## config.mk

```make
export PLATFORM = sky130hd
export DESIGN_NAME = keypad_scanner_flat
export DESIGN_NICKNAME = d
export VERILOG_FILES = /design/src/rtl/keypad_scanner_pkg.sv /design/src/rtl/keypad_scanner_if.sv /design/src/rtl/keypad_scanner_scan_strobe.sv /design/src/rtl/keypad_scanner.sv /design/src/flat_wrapper.sv
export SDC_FILE = /design/constraint.sdc
export NUM_CORES = 1
export LEC_CHECK = 0
export CAP_MARGIN = 20
export CORE_MARGIN = 2
export CORE_UTILIZATION = 66
export CTS_BUF_LIST = sky130_fd_sc_hd__clkbuf_4
export CTS_CLUSTER_DIAMETER = 50
export CTS_CLUSTER_SIZE = 25
export DETAILED_ROUTE_END_ITERATION = 12
export DONT_BUFFER_PORTS = 1
export GPL_ROUTABILITY_DRIVEN = 1
export GPL_TIMING_DRIVEN = 0
export PLACE_DENSITY_LB_ADDON = 0.2
export SYNTH_ARGS = -nofsm -noshare
export SYNTH_HDL_FRONTEND = slang
export SYNTH_HIERARCHICAL = 1
export SYNTH_SLANG_ARGS = --single-unit
```

## constraint.sdc

```tcl
create_clock -name clk -period 4.2 [get_ports clk]
set_input_delay 0.21 -clock clk [delete_from_list [all_inputs] [get_ports clk]]
set_output_delay 0.21 -clock clk [all_outputs]
set_load 0.01 [all_outputs]
```

## src/rtl/keypad_scanner_pkg.sv

```systemverilog
// Shared types and constants for the 4x4 keypad scanner and its column strobe.
package keypad_scanner_pkg;

  localparam int unsigned CNT_W = 16;
  localparam int unsigned COL_W = 4;
  localparam int unsigned ROW_W = 4;
  localparam int unsigned IDX_W = 2;
  localparam int unsigned KEY_W = 4;
  localparam int unsigned DBC_W = 4;

  localparam logic [COL_W-1:0] COL_RESET = 4'b1110;

  typedef enum logic [1:0] {
    ST_IDLE,
    ST_DEBOUNCE,
    ST_PRESSED,
    ST_RELEASE
  } state_e;

  // Outcome of one full four-column scan: exactly one key seen, or not.
  typedef struct packed {
    logic             single;
    logic [KEY_W-1:0] code;
  } scan_res_t;

  function automatic logic [KEY_W-1:0] pack_code(input logic [IDX_W-1:0] col_idx,
                                                 input logic [IDX_W-1:0] row_idx);
    return {col_idx, row_idx};
  endfunction

endpackage

```

## src/rtl/keypad_scanner_if.sv

```systemverilog
// Keypad matrix pins plus the decoded key outputs.
interface keypad_scanner_if;
  import keypad_scanner_pkg::*;

  logic [ROW_W-1:0] row;
  logic [COL_W-1:0] col;
  logic [KEY_W-1:0] key;
  logic             key_valid;
  logic             key_held;

  modport master (input row, output col, output key, output key_valid, output key_held);
  modport slave  (output row, input col, input key, input key_valid, input key_held);

endinterface

```

## src/rtl/keypad_scanner_scan_strobe.sv

```systemverilog
// Dwell counter and active-low column rotation; flags the sample cycle and the end of a full scan.
module keypad_scanner_scan_strobe
  import keypad_scanner_pkg::*;
#(
  parameter int unsigned SCAN_MAX = 65000
) (
  input  logic             clk,
  input  logic             rst_n,
  output logic [COL_W-1:0] col_o,
  output logic [IDX_W-1:0] col_idx_o,
  output logic             sample_c_o,
  output logic             scan_end_c_o
);

  logic [CNT_W-1:0] cnt_q;
  logic [IDX_W-1:0] col_idx_q;
  logic [COL_W-1:0] col_q;

  assign sample_c_o   = (cnt_q == CNT_W'(SCAN_MAX));
  assign scan_end_c_o = sample_c_o && (col_idx_q == IDX_W'(3));
  assign col_o        = col_q;
  assign col_idx_o    = col_idx_q;

  always_ff @(posedge clk or negedge rst_n) begin
    if (!rst_n) begin
      cnt_q     <= '0;
      col_idx_q <= '0;
      col_q     <= COL_RESET;
    end else if (sample_c_o) begin
      cnt_q     <= '0;
      col_idx_q <= col_idx_q + IDX_W'(1);
      col_q     <= {col_q[COL_W-2:0], col_q[COL_W-1]};
    end else begin
      cnt_q     <= cnt_q + CNT_W'(1);
    end
  end

endmodule

```

## src/rtl/keypad_scanner.sv

```systemverilog
// 4x4 keypad scanner: synchronizes rows, classifies each full scan, and debounces press/release.
module keypad_scanner
  import keypad_scanner_pkg::*;
#(
  parameter int unsigned SCAN_MAX       = 65000,
  parameter int unsigned DEBOUNCE_SCANS = 4
) (
  input  logic              clk,
  input  logic              rst_n,
  keypad_scanner_if.master  kp
);

  typedef logic [DBC_W:0] dbc_ext_t;
  localparam dbc_ext_t DBC_TERM = dbc_ext_t'(DEBOUNCE_SCANS);

  logic [COL_W-1:0] col_w;
  logic [IDX_W-1:0] col_idx_w;
  logic             sample_w;
  logic             scan_end_w;

  logic [ROW_W-1:0] row_meta_q;
  logic [ROW_W-1:0] row_sync_q;
  logic [1:0]       acc_cnt_q;
  logic [KEY_W-1:0] acc_code_q;

  state_e           state_q;
  logic [KEY_W-1:0] cand_q;
  logic [DBC_W-1:0] dbc_q;
  logic [KEY_W-1:0] key_q;
  logic             key_valid_q;
  logic             key_held_q;

  logic [2:0]       hits_c;
  logic [IDX_W-1:0] first_row_c;
  logic [2:0]       total_c;
  logic [1:0]       acc_cnt_d;
  logic [KEY_W-1:0] acc_code_d;
  scan_res_t        res_c;
  dbc_ext_t         dbc_inc_c;
  logic             dbc_done_c;

  keypad_scanner_scan_strobe #(
    .SCAN_MAX (SCAN_MAX)
  ) u_strobe (
    .clk          (clk),
    .rst_n        (rst_n),
    .col_o        (col_w),
    .col_idx_o    (col_idx_w),
    .sample_c_o   (sample_w),
    .scan_end_c_o (scan_end_w)
  );

  always_ff @(posedge clk or negedge rst_n) begin
    if (!rst_n) begin
      row_meta_q <= '1;
      row_sync_q <= '1;
    end else begin
      row_meta_q <= kp.row;
      row_sync_q <= row_meta_q;
    end
  end

  // Fold this column's sample into the running scan tally; the tally saturates at two presses.
  always_comb begin
    hits_c      = '0;
    first_row_c = '0;
    for (int r = ROW_W - 1; r >= 0; r--) begin
      if (!row_sync_q[r]) begin
        hits_c      = hits_c + 3'd1;
        first_row_c = IDX_W'(r);
      end
    end
    total_c      = 3'(acc_cnt_q) + hits_c;
    acc_cnt_d    = (total_c >= 3'd2) ? 2'd2 : total_c[1:0];
    acc_code_d   = (acc_cnt_q == 2'd0) ? pack_code(col_idx_w, first_row_c) : acc_code_q;
    res_c.single = (acc_cnt_d == 2'd1);
    res_c.code   = acc_code_d;
    dbc_inc_c    = dbc_ext_t'(dbc_q) + dbc_ext_t'(1);
    dbc_done_c   = (dbc_inc_c == DBC_TERM);
  end

  always_ff @(posedge clk or negedge rst_n) begin
    if (!rst_n) begin
      acc_cnt_q  <= '0;
      acc_code_q <= '0;
    end else if (sample_w) begin
      if (scan_end_w) begin
        acc_cnt_q  <= '0;
        acc_code_q <= '0;
      end else begin
        acc_cnt_q  <= acc_cnt_d;
        acc_code_q <= acc_code_d;
      end
    end
  end

  // Debounce FSM; it only moves on end-of-scan results.
  always_ff @(posedge clk or negedge rst_n) begin
    if (!rst_n) begin
      state_q     <= ST_IDLE;
      cand_q      <= '0;
      dbc_q       <= '0;
      key_q       <= '0;
      key_valid_q <= 1'b0;
      key_held_q  <= 1'b0;
    end else begin
      key_valid_q <= 1'b0;
      if (scan_end_w) begin
        case (state_q)
          ST_IDLE: begin
            if (res_c.single) begin
              cand_q <= res_c.code;
              if (DEBOUNCE_SCANS == 1) begin
                key_q       <= res_c.code;
                key_valid_q <= 1'b1;
                key_held_q  <= 1'b1;
                dbc_q       <= '0;
                state_q     <= ST_PRESSED;
              end else begin
                dbc_q   <= DBC_W'(1);
                state_q <= ST_DEBOUNCE;
              end
            end
          end
          ST_DEBOUNCE: begin
            if (!res_c.single) begin
              dbc_q   <= '0;
              state_q <= ST_IDLE;
            end else if (res_c.code != cand_q) begin
              cand_q <= res_c.code;
              dbc_q  <= DBC_W'(1);
            end else if (dbc_done_c) begin
              key_q       <= cand_q;
              key_valid_q <= 1'b1;
              key_held_q  <= 1'b1;
              dbc_q       <= '0;
              state_q     <= ST_PRESSED;
            end else begin
              dbc_q <= dbc_inc_c[DBC_W-1:0];
            end
          end
          ST_PRESSED: begin
            if (res_c.single && (res_c.code == key_q)) begin
              dbc_q <= '0;
            end else if (DEBOUNCE_SCANS == 1) begin
              key_held_q <= 1'b0;
              dbc_q      <= '0;
              state_q    <= ST_IDLE;
            end else begin
              dbc_q   <= DBC_W'(1);
              state_q <= ST_RELEASE;
            end
          end
          ST_RELEASE: begin
            if (res_c.single && (res_c.code == key_q)) begin
              dbc_q   <= '0;
              state_q <= ST_PRESSED;
            end else if (dbc_done_c) begin
              key_held_q <= 1'b0;
              dbc_q      <= '0;
              state_q    <= ST_IDLE;
            end else begin
              dbc_q <= dbc_inc_c[DBC_W-1:0];
            end
          end
          default: state_q <= ST_IDLE;
        endcase
      end
    end
  end

  assign kp.col       = col_w;
  assign kp.key       = key_q;
  assign kp.key_valid = key_valid_q;
  assign kp.key_held  = key_held_q;

endmodule

```

## src/flat_wrapper.sv

```systemverilog
// flat-port wrapper written by rule: the top's interface ports become plain ports
module keypad_scanner_flat import keypad_scanner_pkg::*;
#(
  parameter int unsigned SCAN_MAX       = 65000,
  parameter int unsigned DEBOUNCE_SCANS = 4
)
  (clk, rst_n, kp_row, kp_col, kp_key, kp_key_valid, kp_key_held);
  keypad_scanner_if kp_i ();
  input  logic clk;
  input  logic rst_n;
  input wire logic [$bits(kp_i.row)-1:0] kp_row;
  output wire logic [$bits(kp_i.col)-1:0] kp_col;
  output wire logic [$bits(kp_i.key)-1:0] kp_key;
  output wire logic [$bits(kp_i.key_valid)-1:0] kp_key_valid;
  output wire logic [$bits(kp_i.key_held)-1:0] kp_key_held;
  assign kp_i.row = kp_row;
  assign kp_col = kp_i.col;
  assign kp_key = kp_i.key;
  assign kp_key_valid = kp_i.key_valid;
  assign kp_key_held = kp_i.key_held;
  keypad_scanner #(.SCAN_MAX(SCAN_MAX), .DEBOUNCE_SCANS(DEBOUNCE_SCANS)) u_core (.clk(clk), .rst_n(rst_n), .kp(kp_i));
endmodule
```

# --- Word level (Yosys, flattened, before mapping) ---
# Cells that the tools add are included.
totals:
  ff_bits: 52
  out_inout_bits: 10
  elab_cells: 96
op_classes:
  add_sub_neg: 7
  magnitude_cmp: 1
  n_eq_ne: 20
  n_mux: 43
  bitwise_logic: 1
  reduce_logical: 11
op_table:
  columns: ["operator", "n"]
  rows:
  - ["4-bit two-way mux", 10]
  - ["2-bit two-way mux", 13]
  - ["16-bit by 1-bit adder with 16-bit output, second input constant", 1]
  - ["16-bit == test, second input constant", 1]
  - ["16-bit two-way mux", 1]
  - ["4-bit case mux with 4 select lines", 1]
  - ["1-bit two-way mux", 12]
  - ["2-bit by 1-bit != test with 1-bit output, second input constant", 5]
  - ["5-bit AND reduction", 2]
  - ["3-bit two-way mux", 3]
  - ["2-bit case mux with 4 select lines", 1]
  - ["4-bit case mux with 2 select lines", 1]
  - ["7-bit AND reduction", 1]
  - ["3-bit by 1-bit adder with 3-bit output, second input constant", 2]
  - ["2-bit == test, second input constant", 3]
  - ["2-bit != test, second input constant", 3]
  - ["3-bit != test, second input constant", 2]
  - ["6-bit AND reduction", 1]
  - ["4-bit by 1-bit adder with 5-bit output, second input constant", 1]
  - ["5-bit by 3-bit == test with 1-bit output, second input constant", 1]
  - ["2-bit by 1-bit == test with 1-bit output, second input constant", 2]
  - ["4-bit == test", 1]
  - ["2-bit logical NOT", 2]
  - ["4-bit != test", 1]
  - ["10 further kinds", 12]

# --- Depth between registers and ports, before layout ---
# Gate-level depths: netlist of run 1.
logic_depth:
  word_depth: 14
  mapped_depth: 12
  mapped_depth_nobuf: 12

# --- Modules after synthesis ---
# The synthesis of run 1 kept the hierarchy.
modules_own_cells:
  columns: ["mod", "instances", "cells_per_inst", "area_per_inst_um2", "seq_area_each_um2"]
  rows:
  - ["keypad_scanner", 1, 167, 1799.2, 760.7]
  - ["keypad_scanner_scan_strobe", 1, 93, 1066.0, 554.3]

# --- Least setup slack after synthesis of run 1 ---
# No wires, ideal clock.
synth_timing:
  path_kind: "reg-to-reg"
  from: "register u_core.row_sync_q[2]"
  to: "register u_core.key_q[0], in the netlist u_core/kp.key[0]"
  setup_time_ns: 0.125
  arrival_time_ns: 3.453
  t_required_ns: 4.075
  setup_slack_ns: 0.622
  path_stages_with_launch: 11
  n_path_buf: 0
  synth_period_minus_slack_ns: 3.578
  cell_sequence: "dfstp_2 inv_1 ha_1 xnor2_1 ha_1 mux2_2 fa_1 xnor3_1 nand4_1 nor4b_4 mux2_2"
synth_between:
  elab_chain_cells: 10
  elab_cells_between_ends: 16
synth_lines:
  columns: ["item", "line", "text"]
  rows:
  - ["start, declared", "keypad_scanner.sv:22", "logic [ROW_W-1:0] row_sync_q;"]
  - ["start signal, assigned", "keypad_scanner.sv:59", "row_sync_q <= row_meta_q;"]
  - ["3-bit two-way mux", "keypad_scanner.sv:68", "if (!row_sync_q[r]) begin"]
  - ["3-bit by 1-bit adder with 3-bit output", "keypad_scanner.sv:69", "hits_c = hits_c + 3'd1;"]
  - ["3-bit two-way mux", "keypad_scanner.sv:68", null]
  - ["3-bit by 1-bit adder with 3-bit output", "keypad_scanner.sv:69", null]
  - ["3-bit two-way mux", "keypad_scanner.sv:68", null]
  - ["2-bit by 3-bit adder with 3-bit output", "keypad_scanner.sv:73", "total_c = 3'(acc_cnt_q) + hits_c;"]
  - ["3-bit by 2-bit >= comparator with 1-bit output", "keypad_scanner.sv:74", "acc_cnt_d = (total_c >= 3'd2) ? 2'd2 : total_c[1:0];"]
  - ["2-bit two-way mux", "keypad_scanner.sv:74", null]
  - ["2-bit by 1-bit == test with 1-bit output", "keypad_scanner.sv:76", "res_c.single = (acc_cnt_d == 2'd1);"]
  - ["5-bit AND reduction (no source line) (*)", null, null]
  - ["end signal, assigned", "keypad_scanner.sv:114", "key_q <= res_c.code;"]
  - ["end signal, assigned", "keypad_scanner.sv:133", "key_q <= cand_q;"]
  - ["end, declared", "keypad_scanner.sv:29", "logic [KEY_W-1:0] key_q;"]
# Mark *: on every way between the ends. The rest lies on a longest branch, timed or not.
# A chain may end at the register's enable or synchronous reset.

# --- Final worst setup path of run 1 ---
layout_timing:
  from: "register u_core.row_sync_q[2]"
  to: "register u_core.key_q[2], in the netlist u_core/kp.key[2]"
# The elaborated chain is that of the path after synthesis.

==> results of run 1 <==
synthesized netlist by cell type (all sizes together), types with 4 or more instances:
cell	instances	share of area, %
nand3	10	1.7
nor4	6	2.1
xnor2	15	5.2
nand4	6	1.5
mux2	13	5.5
nor2	14	1.9
xor2	11	3.4
dfrtp	41	36
a21oi	7	1.2
ha	10	4.4
o21ai	13	2.3
nand2	17	2.2
nor3	8	1.4
nor2b	4	0.87
dfstp	11	10
inv	17	2.2
metal layers:
layer	global-route usage [%]	vias to the layer above	part of all wire, %
met5	0	-	0
met4	8.120	0	2.6
met3	4.762	14	3.8
met2	34.71	47	45
met1	32.98	985	48
li1	-	945	-
kinds of logic (layout without fill, tap and decap cells):
| family | count (synthesis) | after routing | synth area share [%] |
|---|---|---|---|
| compound gates | 46 | 46 | 11.83 |
| xor+xnor | 27 | 27 | 9.389 |
| fa+ha+maj | 11 | 11 | 5.066 |
| buf+inv | 22 | 36 | 3.231 |
| flops | 52 | 52 | 45.90 |
| mux | 15 | 15 | 6.201 |
| simple gates | 87 | 87 | 18.38 |
through the flow:
stage	hold slack (ns)	power (mW)	instance area, sq um	std cells
detailed placement	-0.08370	0.5703	2928	310
global placement	-0.08392	0.5688	2928	310
CTS	0.3315	0.8680	3085	324
floorplan	-0.08559	0.5612	2865	260
finish	0.3434	0.8594	3085	324
global route	0.3387	0.8963	3085	324
worst max-delay path, cell delays in order, from the launching register on:
cell	delay [ns]
dfstp_2	0.59
inv_1	0.05
ha_1	0.32
xnor2_1	0.23
ha_1	0.27
mux2_2	0.27
fa_1	0.38
xnor3_1	0.46
nand4_1	0.25
nor4b_4	0.61
mux2_2	0.41
sequential cells by signal (all words and copies together) (netlist names):
register,count
u_core/row_sync_q,4
u_core/kp.key,4
u_core/row_meta_q,4
u_core/u_strobe/cnt_q,16
u_core/state_q,2
u_core/kp.key_held,1
u_core/u_strobe/col_idx_o,2
u_core/acc_code_q,4
u_core/dbc_q,4
u_core/u_strobe/col_o,4
u_core/cand_q,4
u_core/acc_cnt_q,2
u_core/kp.key_valid,1
power by group through the flow:
stage,Sequential [mW],Clock [mW],Combinational (mW)
after floorplan,0.519,0,0.0421
after global placement,0.520,0,0.0492
after detailed placement,0.520,0,0.0503
after CTS,0.511,0.290,0.0673
after global routing,0.512,0.310,0.0745
final,0.511,0.282,0.0666
worst paths after layout:
check,slack [ns],to,from,cells after the start
worst max-delay path,0.25,u_core/kp.key[2]$_DFFE_PN0P_,u_core/row_sync_q[2]$_DFF_PN1_,10
worst min-delay path,0.34,u_core/dbc_q[2]$_DFFE_PN0P_,rst_n,2
worst max register to register,0.25,u_core/kp.key[2]$_DFFE_PN0P_,u_core/row_sync_q[2]$_DFF_PN1_,10
worst min register to register,0.35,u_core/row_sync_q[2]$_DFF_PN1_,u_core/row_meta_q[2]$_DFF_PN1_,0
max in group asynchronous,3.56,u_core/row_meta_q[2]$_DFF_PN1_,rst_n,2
min in group clk,0.35,u_core/row_sync_q[2]$_DFF_PN1_,u_core/row_meta_q[2]$_DFF_PN1_,0
area by class of cell:
class	instances	area, sq um
plain buffers	5	28.78
clock buffers	5	37.54
clock inverters	3	42.54
fillers	281	1001
inverters	17	63.81
multi-input cells	186	1458
flip-flops and latches	52	1315
well taps	50	62.56
repair buffers	6	77.57
==> run_results.csv, run 1 <==
group,metric,value,unit
worst_setup_path,arrival,4.21,ns
cells_and_area,final_util,75.51,%
timing,fin_ws,0.2543,ns
grt,grt_util_all_layers,22.93,%
die,dieArea,4885,sq um
logic_synthesis,synth_area,2865,sq um
cts,post_cts_buffers,0,
logic_synthesis,synth_cells,260,
timing,tightest_slew,0.6598,ns
timing,fmax,253.4,MHz
worst_setup_path,critical_path_required,4.46,ns
cts,cts_tree,"built",
routing,postRouteAntennaNets,0,
grt,antenna_found_initial,0,
job,drv_cap,0,
cts,cts_hold_buf,6,
cts,clock-sinks,52,
timing,setup_viol,0,
hold_path,hold_path_class,"input port to async pin",
routing,drtPass1Iterations,4,
pwr,vdd_ir_drop_max,0.0002469,V
die,row_count,23,
logic_synthesis,synth_seq_area_share,45.90,%
timing,timing.final.max_slew_violations,0,
pwr,combPwrFrac,7.7,%
timing,tns,0,ns
status,outcome,"finished, final reports clean",
logic_synthesis,syn_avg_cell_area,11.02,sq um
worst_setup_path,cp-end-kind,"flip-flop",
logic_synthesis,yosys_warnings,6,
logic_synthesis,ys_seq_elements,52,
cts,cts_root_buf,"clkbuf_4",
routing,drtIter0Drc,106,
worst_setup_path,cp_max_fo,7,
timing,relSlewSlack,55.68,%
placement,hpwl,3580,um
placement,dp_worst_setup_slack,0.3296,ns
cells_and_area,drive_above_1_share,18.25,%
cts,cts.clk_slew.worst_paths,0.15,ns
die,die_x,69.89,um
worst_setup_path,startpoint_type,"flip-flop",
cts,clkLatencyLatePin,0.37,ns
die,num_io_pins,16,
logic_synthesis,ys_types,60,
die,core-area,4086,sq um
routing,drt-vias-per-instance,6.145,
placement,place.gp.congestion,0.8251,
cells_and_area,diodes,0,
routing,drc,0,
grt,grt-ovfl-total,0,
timing,rsz0062_at_grt,"false",
pwr,seqPwrFrac,59.5,%
logic_synthesis,synth_edf_count,0,
die,initial_core_util,70.12,%
timing,worst_clock_skew,0.01128,ns
pwr,internal_power,0.6594,mW
grt,grt_pass1_vias,1931,
cells_and_area,layout_commonest_cell,"dfrtp_1",
routing,wl_per_cell,15.86,um
grt,grt_pass1_wl,8887,um
logic_synthesis,syn_nets,277,
pwr,power_density,278.5,nW/um^2
cells_and_area,finalNetCount,290,
pwr,clock_power_share,32.8,%
pwr,netSwitchingFraction,23.28,%
timing,finalHoldViolCount,0,
cts,cts-htree-levels,2,
grt,grt_max_degree,53,
cts,cts_made_buffers,5,
cells_and_area,syn_to_final_growth,7.686,%
routing,num_vias,1991,
cts,cts_resized,0,
cells_and_area,final_cell_mix,"dfrtp_1, inv_1, nand2_1",
logic_synthesis,ys.flop_type,"dfrtp_1",
die,die_y,69.89,um
timing,min_period_over_period,93.94,%
worst_setup_path,worstSetupPathType,"flip-flop to flip-flop",
routing,wirelength,5138,um
pwr,p_switching,0.2001,mW
placement,numPortBuffers,0,
logic_synthesis,async_flop_share,100.0,%
pwr,leakage,1.446,nW
timing,period_needed,3.946,ns
cts,clk_path_buf_depth,2,
Power figures use the tool's default switching activity.
==> run 2: changes to the inputs <==
Settings changed: MAX_ROUTING_LAYER set to met4.
==> run_results.csv, run 2 (same netlist as run 1, synthesis figures left out) <==
group,metric,value,unit
cts,clk_path_buf_depth,2,
worst_setup_path,crit_chain,"inv_1 > ha_1 > xnor2_1 > ha_1 > mux2_2 > fa_1 > xnor3_1 > nand4_1 > nor4b_4 > mux2_2",
hold_path,hold_path_class,"input port to async pin",
placement,hpwl,3580,um
cells_and_area,final_cell_mix,"dfrtp_1, inv_1, nand2_1",
grt,grt_pass1_wl,8880,um
cts,cts_root_buf,"clkbuf_4",
routing,drc,0,
cts,cts_made_buffers,5,
job,drv_cap,0,
pwr,power_density,278.7,nW/um^2
grt,grt_util_all_layers,23.52,%
grt,use_met3,4.762,%
timing,tns,0,ns
routing,wl_per_cell,15.88,um
worst_setup_path,arrival,4.19,ns
die,initial_core_util,70.12,%
die,row_count,23,
worst_setup_path,crit_path_top_delay_cell,"dfstp_2",
worst_setup_path,rrSetupSlack,0.27,ns
die,die_y,69.89,um
timing,fmax,254.3,MHz
timing,min_period_over_period,93.61,%
worst_setup_path,startpoint_type,"flip-flop",
routing,drtIter0Drc,132,
placement,place.gp.congestion,0.8376,
cells_and_area,finalNetCount,290,
status,outcome,"finished, final reports clean",
cts,cts_tree,"built",
worst_setup_path,reg2reg_depth,10,
grt,met1_usage,32.79,%
timing,setup_viol,0,
cts,clock-sinks,52,
worst_setup_path,worstReg2RegEnd,"u_core/kp.key[2]$_DFFE_PN0P_",
die,num_io_pins,16,
worst_setup_path,cp_max_fo,7,
timing,relSlewSlack,55.76,%
cells_and_area,drive_above_1_share,18.25,%
timing,period_needed,3.932,ns
worst_setup_path,worstSetupPathType,"flip-flop to flip-flop",
placement,numPortBuffers,0,
die,die_x,69.89,um
grt,grt_max_degree,53,
cells_and_area,diodes,0,
cells_and_area,largest_reg_flops,16,
cts,cts.clk_slew.worst_paths,0.15,ns
cts,post_cts_buffers,0,
grt,grt_pass1_vias,1931,
die,core-area,4086,sq um
routing,num_vias,1988,
worst_setup_path,critical_path_required,4.46,ns
grt,use_met2,34.71,%
cells_and_area,syn_to_final_growth,7.686,%
cells_and_area,design_area,3085,sq um
cts,clkLatencyLatePin,0.37,ns
routing,postRouteAntennaNets,0,
grt,grt.busiest_layer,"met2",
cells_and_area,fillers,281,
cells_and_area,regMostFlops,"u_core/u_strobe/cnt_q",
timing,worst_clock_skew,0.01189,ns
grt,antenna_found_initial,0,
cts,cts-htree-levels,2,
pwr,leakage,1.446,nW
worst_setup_path,slowest_delay,0.59,ns
timing,timing.final.max_slew_violations,0,
routing,drt-vias-per-instance,6.136,
timing,tightest_slew,0.6587,ns
timing,rsz0062_at_grt,"false",
placement,placed_cell_area,2928,sq um
timing,finalHoldViolCount,0,
cells_and_area,layout_commonest_cell,"dfrtp_1",
routing,drtPass1Iterations,4,
worst_setup_path,r2r-start,"u_core/row_sync_q[2]$_DFF_PN1_",
pwr,vdd_ir_drop_max,0.0002470,V
die,dieArea,4885,sq um
worst_setup_path,cp-end-kind,"flip-flop",
grt,grt-ovfl-total,0,
routing,wirelength,5146,um
[run 2: power by group]
| group | internal (mW) | switching [mW] | leakage (nW) | total, mW |
|---|---|---|---|---|
| combinational | 0.0266 | 0.0401 | 0.729 | 0.0667 |
| sequential | 0.508 | 0.00289 | 0.674 | 0.511 |
| clock | 0.125 | 0.158 | 0.0428 | 0.282 |
| total | 0.659 | 0.201 | 1.45 | 0.860 |
[run 2: critical path: cells and delay by family, from the launching register on]
kind,cells,cell delay [ns]
muxes,2,0.68
xor gates and xnor gates,2,0.69
adders and majority gates,3,0.97
and+or+nand+nor,2,0.84
buffers and inverters,1,0.05
DFF,1,0.59
[run 2: timing repair]
action                    in CTS  in global routing
hold endpoints to repair      56                  0
hold buffers                   6                  0
gates resized for setup        0                  0
[run 2: stage by stage]
step	util, %	worst slack, ns	power [mW]	instances	hold WS (ns)
floorplan	-	0.6223	0.5612	260	-0.08559
global placement	71.65	0.3351	0.5688	310	-0.08392
detailed placement	71.65	0.3296	0.5703	310	-0.08370
CTS	75.51	0.2872	0.8680	324	0.3315
global route	75.51	0.06827	0.8941	324	0.3408
finish	75.51	0.2684	0.8600	324	0.3391
[run 2: layout make-up]
| type | instances | area (sq um) | share of cell area, % |
|---|---|---|---|
| buffer | 5 | 28.78 | 0.9327 |
| clock buffer | 5 | 37.54 | 1.217 |
| clock inverter | 3 | 42.54 | 1.379 |
| inverter | 17 | 63.81 | 2.068 |
| multi-input combinational | 186 | 1458 | 47.24 |
| sequential | 52 | 1315 | 42.62 |
| tap | 50 | 62.56 | 2.028 |
| timing repair buffer | 6 | 77.57 | 2.514 |
[run 2: worst max path at each step]
stage | cells past startpoint | end | slack, ns | start
2_1_floorplan | 10 | u_core/kp.key[0]$_DFFE_PN0P_ | 0.62 | u_core/row_sync_q[2]$_DFF_PN1_
3_3_place_gp | 10 | u_core/kp.key[3]$_DFFE_PN0P_ | 0.34 | u_core/row_sync_q[2]$_DFF_PN1_
3_5_place_dp | 10 | u_core/kp.key[1]$_DFFE_PN0P_ | 0.33 | u_core/row_sync_q[2]$_DFF_PN1_
4_1_cts | 10 | u_core/kp.key[2]$_DFFE_PN0P_ | 0.29 | u_core/row_sync_q[2]$_DFF_PN1_
5_1_grt | 10 | u_core/kp.key[2]$_DFFE_PN0P_ | 0.07 | u_core/row_sync_q[2]$_DFF_PN1_
6_report | 10 | u_core/kp.key[2]$_DFFE_PN0P_ | 0.27 | u_core/row_sync_q[2]$_DFF_PN1_
[run 2: per-layer routing]
metal	up-vias	part of all wire, %
met2	46	46
met3	9	3.7
met4	0	1.4
li1	947	-
met1	986	49
met5	-	0
